<file path="config.mk">
export PLATFORM = sky130hd
export DESIGN_NAME = hamming74_encoder_tx
export DESIGN_NICKNAME = d
export VERILOG_FILES = /design/src/rtl/hamming_pkg.sv /design/src/rtl/hamming74_parity_gen.sv /design/src/rtl/hamming74_encoder_tx.sv
export SDC_FILE = /design/constraint.sdc
export NUM_CORES = 1
export LEC_CHECK = 0
export ABC_AREA = 1
export CAP_MARGIN = 20
export CORE_ASPECT_RATIO = 0.9
export CORE_UTILIZATION = 46
export DETAILED_ROUTE_END_ITERATION = 16
export GPL_TIMING_DRIVEN = 0
export PLACE_DENSITY = 0.73
export REMOVE_ABC_BUFFERS = 1
export SETUP_SLACK_MARGIN = 0.3
export SLEW_MARGIN = 20
export SYNTH_ARGS = -nofsm -noshare
export SYNTH_HDL_FRONTEND = slang
export SYNTH_HIERARCHICAL = 1
export SYNTH_SLANG_ARGS = --single-unit
</file>
<file path="constraint.sdc">
create_clock -name clk -period 1.3 [get_ports clk]
set_input_delay 0.39 -clock clk [delete_from_list [all_inputs] [get_ports clk]]
set_output_delay 0.39 -clock clk [all_outputs]
set_load 0.01 [all_outputs]
</file>
<file path="src/rtl/hamming_pkg.sv">
// Shared constants and types for the Hamming(7,4) encoder/decoder pair.
// Bit positions follow the decoder's codeword ordering.
package hamming_pkg;

  localparam int DATA_W = 4;
  localparam int CW_W   = 7;

  localparam int P1_POS = 0;
  localparam int P2_POS = 1;
  localparam int D0_POS = 2;
  localparam int P4_POS = 3;
  localparam int D1_POS = 4;
  localparam int D2_POS = 5;
  localparam int D3_POS = 6;

  localparam logic [2:0] ERR_POS_NONE = 3'd7;

  typedef enum logic {
    IDLE,
    SHIFT
  } state_t;

endpackage

</file>
<file path="src/rtl/hamming74_parity_gen.sv">
// Combinational Hamming(7,4) encoder; select=1 inverts every parity bit (odd parity).
// Also serves as the golden model in the decoder bench.
module hamming74_parity_gen
  import hamming_pkg::*;
(
  input  logic [DATA_W-1:0] data,
  input  logic              select,
  output logic [CW_W-1:0]   cw
);

  logic p1;
  logic p2;
  logic p4;

  always_comb begin
    p1 = data[0] ^ data[1] ^ data[3] ^ select;
    p2 = data[0] ^ data[2] ^ data[3] ^ select;
    p4 = data[1] ^ data[2] ^ data[3] ^ select;

    cw         = '0;
    cw[P1_POS] = p1;
    cw[P2_POS] = p2;
    cw[D0_POS] = data[0];
    cw[P4_POS] = p4;
    cw[D1_POS] = data[1];
    cw[D2_POS] = data[2];
    cw[D3_POS] = data[3];
  end

endmodule

</file>
<file path="src/rtl/hamming74_encoder_tx.sv">
// Hamming(7,4) transmitter: encodes handshaken words, presents them in parallel and
// shifts them out LSB first, with an optional single-bit error injector for testing.
module hamming74_encoder_tx
  import hamming_pkg::*;
#(
  parameter int BIT_CYCLES = 1,
  parameter int CNT_W      = 8
) (
  input  logic              clk,
  input  logic              rst,
  input  logic              select,
  input  logic              in_valid,
  output logic              in_ready,
  input  logic [DATA_W-1:0] in_data,
  input  logic              err_inj_en,
  input  logic [2:0]        err_inj_pos,
  output logic [CW_W-1:0]   cw_out,
  output logic              cw_valid,
  output logic              ser_out,
  output logic              ser_valid,
  output logic              ser_sof,
  output logic              busy,
  output logic [CNT_W-1:0]  cw_count
);

  localparam int               CYC_W    = (BIT_CYCLES > 1) ? $clog2(BIT_CYCLES) : 1;
  localparam logic [CYC_W-1:0] CYC_LAST = CYC_W'(BIT_CYCLES - 1);
  localparam logic [2:0]       LAST_BIT = 3'(CW_W - 1);

  state_t           state;
  logic [2:0]       bit_idx;
  logic [CYC_W-1:0] cyc;
  logic [CW_W-1:0]  clean_cw;
  logic [CW_W-1:0]  load_cw;
  logic             handshake;
  logic             bit_done;

  hamming74_parity_gen u_parity_gen (
    .data   (in_data),
    .select (select),
    .cw     (clean_cw)
  );

  // Injected flip is applied after encoding so the parity still reflects the clean data.
  always_comb begin
    load_cw = clean_cw;
    if (err_inj_en && (err_inj_pos != ERR_POS_NONE)) begin
      load_cw[err_inj_pos] = ~clean_cw[err_inj_pos];
    end
  end

  assign handshake = in_valid & in_ready;
  assign bit_done  = (cyc == CYC_LAST);

  // in_ready is only ever high in IDLE or the final clock of bit 6, so a handshake
  // always means "load the next word", optionally closing out the current one.
  always_ff @(posedge clk) begin
    if (rst) begin
      state     <= IDLE;
      bit_idx   <= '0;
      cyc       <= '0;
      in_ready  <= 1'b0;
      cw_out    <= '0;
      cw_valid  <= 1'b0;
      ser_out   <= 1'b0;
      ser_valid <= 1'b0;
      ser_sof   <= 1'b0;
      busy      <= 1'b0;
      cw_count  <= '0;
    end else begin
      cw_valid <= 1'b0;
      if (handshake) begin
        if (state == SHIFT) begin
          cw_count <= cw_count + CNT_W'(1);
        end
        state     <= SHIFT;
        bit_idx   <= '0;
        cyc       <= '0;
        cw_out    <= load_cw;
        cw_valid  <= 1'b1;
        ser_out   <= load_cw[0];
        ser_valid <= 1'b1;
        ser_sof   <= 1'b1;
        busy      <= 1'b1;
        in_ready  <= 1'b0;
      end else begin
        case (state)
          IDLE: begin
            in_ready  <= 1'b1;
            ser_out   <= 1'b0;
            ser_valid <= 1'b0;
            ser_sof   <= 1'b0;
            busy      <= 1'b0;
          end
          SHIFT: begin
            if (!bit_done) begin
              cyc      <= cyc + CYC_W'(1);
              in_ready <= (bit_idx == LAST_BIT) && ((cyc + CYC_W'(1)) == CYC_LAST);
            end else if (bit_idx != LAST_BIT) begin
              bit_idx  <= bit_idx + 3'd1;
              cyc      <= '0;
              ser_out  <= cw_out[bit_idx + 3'd1];
              ser_sof  <= 1'b0;
              in_ready <= ((bit_idx + 3'd1) == LAST_BIT) && (BIT_CYCLES == 1);
            end else begin
              cw_count  <= cw_count + CNT_W'(1);
              state     <= IDLE;
              bit_idx   <= '0;
              cyc       <= '0;
              ser_out   <= 1'b0;
              ser_valid <= 1'b0;
              ser_sof   <= 1'b0;
              busy      <= 1'b0;
              in_ready  <= 1'b1;
            end
          end
          default: state <= IDLE;
        endcase
      end
    end
  end

endmodule

</file>
Word level (Yosys, flattened, before mapping) --
Index checks and enable logic that the tools add are counted.
Storage, ports and cells: bits in latches 0, input bits 12, logic and storage cells 79, bits in registers 25, output and inout port bits 21, memories kept 0, ROM bits 0, RAM bits 0
Operators by class: add/sub/neg operators 3, divide/modulo/power cells 0, $lt $le $gt $ge 3, multiplexer cells 34, reductions and logical operators 7, equality and inequality tests 8, shift-type cells 0, multipliers 0, bitwise gates (word level) 14
Operators by type and width (number):
- $mux 8 | 5
- $mux 1 | 19
- $ne 3x3->1 const B | 3
- $xor 1x1->1 | 9
- $add 8x1->8 const B | 1
- $lt 3x4->1 const B | 2
- $pmux 1 s2 | 4
- $bwmux 7 | 1
- $mux 7 | 1
- $bmux 1 s3 | 2
- $eq 3x3->1 const B | 2
- $not 1->1 | 4
- $reduce_and 2->1 | 2
- $add 3x1->3 const B | 1
- $demux 1 s3 | 1
- $ge 3x1->1 const B | 1
- $logic_and 1x1->1 | 3
- $mux 3 | 1
- $ne 3x2->1 const B | 1
- $reduce_and 3->1 | 1
- $ne 2x1->1 const B | 1
- $ne 2x2->1 const B | 1
- $reduce_or 2->1 | 1
- $add 1x1->1 const B | 1
- $and 1x1->1 | 1

Depth between registers and ports, before layout --
depth after elaboration 9, gate-level depth with buffers 13, depth with buffers taken out 12

Cells and area by module --
The synthesis kept the hierarchy.
By module, submodules not included:
- hamming74_encoder_tx | times used 1, area an instance 1340.0 µm², sequential area each 460.4 µm², cells each 210
- hamming74_parity_gen | times used 1, area an instance 195.2 µm², sequential area each 0.0 µm², cells each 45

Worst setup path before layout --
Ideal clock, no wire load.
kind input to register, from input port select, to register cw_out[2], buffers on the path 1, stages on the path 13, data arrival time 1.241 ns, required time 1.188 ns, setup time 0.112 ns, path slack -0.053 ns, cell sequence inv_1 nand2_1 nand2_1 nand2_1 nand2_1 buf_4 inv_1 nand3_2 nand2_2 nor2_4 nand3_1 nand2_1 nand2_1
On the way: word-level cells in the longest chain between the ends 6, elaborated cells between the ends (all ways) 8, those cells by class mux: 4; bitwise: 4
RTL lines:
- start, declared | RTL line hamming74_encoder_tx.sv:11 | input logic select,
- $xor 1x1->1 | RTL line hamming74_parity_gen.sv:16 | p1 = data[0] ^ data[1] ^ data[3] ^ select;
- net u_parity_gen.p1 | RTL line hamming74_parity_gen.sv:11 | logic p1;
- $bmux 1 s3 | RTL line hamming74_encoder_tx.sv:48 | load_cw[err_inj_pos] = ~clean_cw[err_inj_pos];
- $mux 1 (not written as such) | RTL line hamming74_encoder_tx.sv:48
- $not 1->1 | RTL line hamming74_encoder_tx.sv:48
- $bwmux 7 | RTL line hamming74_encoder_tx.sv:48
- $mux 7 | RTL line hamming74_encoder_tx.sv:47 | if (err_inj_en && (err_inj_pos != ERR_POS_NONE)) begin
- end signal, assigned | RTL line hamming74_encoder_tx.sv:79 | cw_out <= load_cw;
- end, declared | RTL line hamming74_encoder_tx.sv:17 | output logic [CW_W-1:0] cw_out,
The timed path passes the listed nets, and every way through them passes these cells. The select of a mux whose other input is x is not followed. A chain may end at the register's enable or synchronous reset.

Worst setup path in the final report --
from register bit_idx[0], to register cw_count[6]
On the way: word-level cells in the longest chain between the ends 3
RTL lines:
- start, declared | RTL line hamming74_encoder_tx.sv:31 | logic [2:0] bit_idx;
- start signal, assigned | RTL line hamming74_encoder_tx.sv:100 | bit_idx <= bit_idx + 3'd1;
- $ne 3x3->1 | RTL line hamming74_encoder_tx.sv:99 | end else if (bit_idx != LAST_BIT) begin
- $ne 2x2->1 (no source line)
- $reduce_and 3->1 (no source line)
- end signal, assigned | RTL line hamming74_encoder_tx.sv:74 | cw_count <= cw_count + CNT_W'(1);
- end signal, assigned | RTL line hamming74_encoder_tx.sv:106 | cw_count <= cw_count + CNT_W'(1);
- end, declared | RTL line hamming74_encoder_tx.sv:23 | output logic [CNT_W-1:0] cw_count
Every way passes these cells.

==> metrics.md <==
| Metric | Value |
|---|---|
| Area of the die | 3570 um^2 |
| Worst-case headroom to the max-slew limit | 0.790 |
| Final layout net count | 326 |
| Final-report max-slew violation count | 0 |
| Total inserted antenna cells | 0 |
| Count of max-cap constraint violations | 0 |
| FF-to-FF setup slack | 20 ps |
| Required time worst endpoint | 1510 ps |
| Average routed wire per standard cell | 13.5 um |
| Peak supply drop | 0.528 mV |
| Max Clock Skew | 1.77 ps |
| Unrepaired setup endpoints after global routing | true |
| Most used flip-flop cell after synthesis | sky130_fd_sc_hd__dfxtp_1 |
| Aggregate global-route resource usage | 0.231 |
| Clock Path Buffers | 2 |
| Post-DRT Antenna Nets | 0 |
| Family of cells with the greatest summed delay on the critical path | simple AND/OR/NAND/NOR gates |
| Fraction of the yosys area taken by sequential cells | 0.300 |
| Slowest stage cell, crit path | sky130_fd_sc_hd__dfxtp_4 |
| Leak pwr | 0.00128 uW |
| Power density normalized to cell area | 664 nW/um^2 |
| Path class of the lowest-slack min-delay path | input pin to flip-flop |
| Cell area after layout | 2590 um^2 |
| Clock latency on the worst-skew pair | 270 ps |
| Peak per-stage delay on the critical path | 360 ps |
| Number of unique standard cell types used by synthesis | 24 |
| Chip height | 56.8 um |
| Yosys warns | 6 |
| Average instance area after synthesis | 6.02 um^2 |
| Total placed instance area | 1830 um^2 |
| Final std cells w/o fill | 351 |
| RD Place Congestion | 0.821 |
| DR vias | 1,797 |
| Hold Crit Depth | 2 |
| Quantity of hold-fixing buffers added after cts | 0 |
| Core region area | 3110 um^2 |
| H-tree depth | 1 |
| Port bufs | 32 |
| Layout-stage area growth over the synthesis result | 68.5% |
| Initial Utilization | 0.493 |
| Buffering stage count on the worst path with inverters included | 2 |
| Launch instance of the worst register-to-register path | bit_idx[0]$_SDFFE_PP0P_ |
| R2r endpoint | cw_count[6]$_SDFFE_PP0P_ |
| Clock tree from TritonCTS | yes |
| Run status | finished clean |
| Number of vias per cell after detailed routing | 5.12 |
| Cell types with the highest counts after synthesis | sky130_fd_sc_hd__nand2_1 (104), sky130_fd_sc_hd__inv_1 (31), sky130_fd_sc_hd__dfxtp_1 (23), sky130_fd_sc_hd__nor2_1 (20), sky130_fd_sc_hd__nand3_1 (13) |
| Final hold violations | 0 |
| Setup crit start kind | flip-flop |
| Die Wd | 62.9 um |
| Crit path DAT | 1490 ps |
| Post-synthesis cell count | 255 |
| Post-synthesis register bit count | 23 |
| Proportion of layout cells with a drive suffix above 1 | 0.573 |
| Netlist area before placement | 1540 um^2 |
| Global route overflow | 0 |
| First drt pass iteration count | 4 |
| Number of setup violations in the final report | 0 |
| Post-synth ARST share | 0 |
| Achievable clock frequency | 0.780 GHz |
| Crit. End Element | flip-flop |
| Initial drt markers | 100 |
| Cell Chain, Critical Path | inv_4 > ha_4 > nand2_4 > nand2_4 > nand2_4 > inv_8 > nand3_4 > nor2_2 > nor2_1 > nor2_1 |
| Top cells by area in the synthesized netlist | sky130_fd_sc_hd__dfxtp_1 (30%), sky130_fd_sc_hd__nand2_1 (25%), sky130_fd_sc_hd__inv_1 (7.6%), sky130_fd_sc_hd__nor2_1 (4.9%), sky130_fd_sc_hd__buf_4 (4.4%) |
| Post-synth EDFFs | 0 |
| Most numerous cell in the Yosys netlist | sky130_fd_sc_hd__nand2_1 |
| Post-Route WL | 4720 um |
| Top-area cell type share of the netlist area | 0.300 |
| First-pass GRT wire length | 6470 um |
| Worst hold path endpoint | cw_count[7]$_SDFFE_PP0P_ |
| Overall power of the completed layout | 1720 uW |
| Number of cells traversed by the worst register-to-register path | 10 |
| Antenna violations before repair | 0 |
| Fraction of the cycle the final worst path needs | 0.986 |
| Number of buffers added by the clock tree synthesis step | 3 |
| Actual slew at the worst max-slew pin | 315 ps |
| Post-DP HPWL | 2540 um |
| Count of clock tree sinks | 23 |
| Vias in the first global route | 1,520 |
| Min cycle time layout | 1280 ps |
| IO Pins | 33 |
| Number of remaining DRC errors | 0 |
| Number of rows in the core area | 19 |
| Post-route core utilization | 0.831 |
| Max FO, Critical Path | 6 |
| Master cell of the clock root buffer | sky130_fd_sc_hd__clkbuf_8 |
| Clock-pin transition on the worst setup and hold timing paths | 80 ps |
| Placed cell count | 319 |
| Largest net degree at the start of global routing | 13 |
| Leading area contributor after synthesis | sky130_fd_sc_hd__dfxtp_1 |
| Path type of the worst setup path | flip-flop to flip-flop |
| Startpoint of the lowest-slack hold path | rst |
| Cell type with the highest occurrence count on the critical path | sky130_fd_sc_hd__nand2_4 |
| Fill cell count | 189 |
==> cells in the final DEF, fill, tap and decap left out, types with 4 or more instances in the layout <==
master | Yosys | final
sky130_fd_sc_hd__nand2_1 | 104 | 66
sky130_fd_sc_hd__nand2_2 | 3 | 26
sky130_fd_sc_hd__buf_6 | 1 | 25
sky130_fd_sc_hd__buf_4 | 9 | 24
sky130_fd_sc_hd__inv_1 | 31 | 21
sky130_fd_sc_hd__nand2_4 | 0 | 15
sky130_fd_sc_hd__dfxtp_2 | 0 | 15
sky130_fd_sc_hd__nor2_1 | 20 | 13
sky130_fd_sc_hd__inv_2 | 6 | 8
sky130_fd_sc_hd__nor2_2 | 6 | 7
sky130_fd_sc_hd__nand3_2 | 3 | 7
sky130_fd_sc_hd__nand3_1 | 13 | 7
sky130_fd_sc_hd__nor2_4 | 1 | 7
sky130_fd_sc_hd__a21oi_2 | 0 | 5
sky130_fd_sc_hd__a21oi_1 | 10 | 5
sky130_fd_sc_hd__o21ai_2 | 0 | 5
sky130_fd_sc_hd__dfxtp_4 | 0 | 5
sky130_fd_sc_hd__buf_12 | 0 | 4
==> final cells by class <==
cell class / count / area (um^2) / share of cell area
clock buffers: 4 / 45.0 / 0.0174
flip-flops and latches: 23 / 498 / 0.192
multi-input cells: 183 / 1200 / 0.462
inverters: 39 / 200 / 0.0774
repair buffers: 60 / 596 / 0.230
well taps: 42 / 52.6 / 0.0203
==> per-layer routing <==
layer / part of all wire / GRT usage / routed length, um / vias up
met1: 0.43 / 0.277 / 2030 / 842
met3: 0.034 / 0.0366 / 161 / 11
li1: - / - / - / 888
met2: 0.51 / 0.412 / 2430 / 56
met5: 0 / 0 / 0 / -
met4: 0.022 / 0.0864 / 102 / 0
==> worst reg2reg max path: cells and delay by family (launching register included) <==
kind | cells | cell delay (ps)
AND/OR/NAND/NOR | 7 | 560
flip-flops | 1 | 360
buffers and inverters | 2 | 170
adder cells (fa/ha/maj) | 1 | 130
==> sequential cells by signal (all words and copies together) (netlist names) <==
signal and count:
bit_idx 3, cw_count 8, cw_out 7, ser_out 1, state 1, cw_valid 1
in_ready 1, busy 1
==> stage by stage <==
step                      setup WS, ps  setup TNS, ps  hold WS, ps
after floorplan                  -37.6           -110          459
after global placement            -735          -9740          459
after detailed placement          -770         -10050          465
after CTS                         46.2              0          477
after global routing             -37.5           -260          422
final                             17.6              0          410
==> kinds of logic after synthesis <==
group | count (synthesis) | synth area share
buffers and inverters | 49 | 0.148
xor gates and xnor gates | 1 | 0.00571
and+or+nand+nor | 155 | 0.434
adders and majority gates | 4 | 0.0326
AOI/OAI and AO/OA | 23 | 0.0807
DFF | 23 | 0.300
==> report_power, final <==
group	internal, uW	leakage (uW)	total (uW)	switching (uW)
Combinational	236	0.00106	513	278
Clock	219	0.0000228	453	233
Sequential	725	0.000198	753	27.6
==> worst max path at each step <==
stage | end | startpoint | cells past startpoint | slack (ps)
after floorplan | ser_out$_SDFF_PP0_ | bit_idx[0]$_SDFFE_PP0P_ | 7 | -40
after global placement | cw_out[4]$_SDFFE_PP0P_ | in_data[3] | 12 | -740
after detailed placement | cw_out[4]$_SDFFE_PP0P_ | in_data[3] | 12 | -770
after CTS | cw_count[4]$_SDFFE_PP0P_ | bit_idx[0]$_SDFFE_PP0P_ | 9 | 50
after global routing | cw_count[5]$_SDFFE_PP0P_ | bit_idx[0]$_SDFFE_PP0P_ | 10 | -40
final | cw_count[6]$_SDFFE_PP0P_ | bit_idx[0]$_SDFFE_PP0P_ | 10 | 20
==> timing repair <==
item / in CTS / in global routing
buffers inserted: 24 / 4
gates cloned: 0 / 0
pin swaps: 22 / 25
setup endpoints to repair: 44 / 43
resized for setup: 220 / 99
Power figures use the tool's default switching activity.
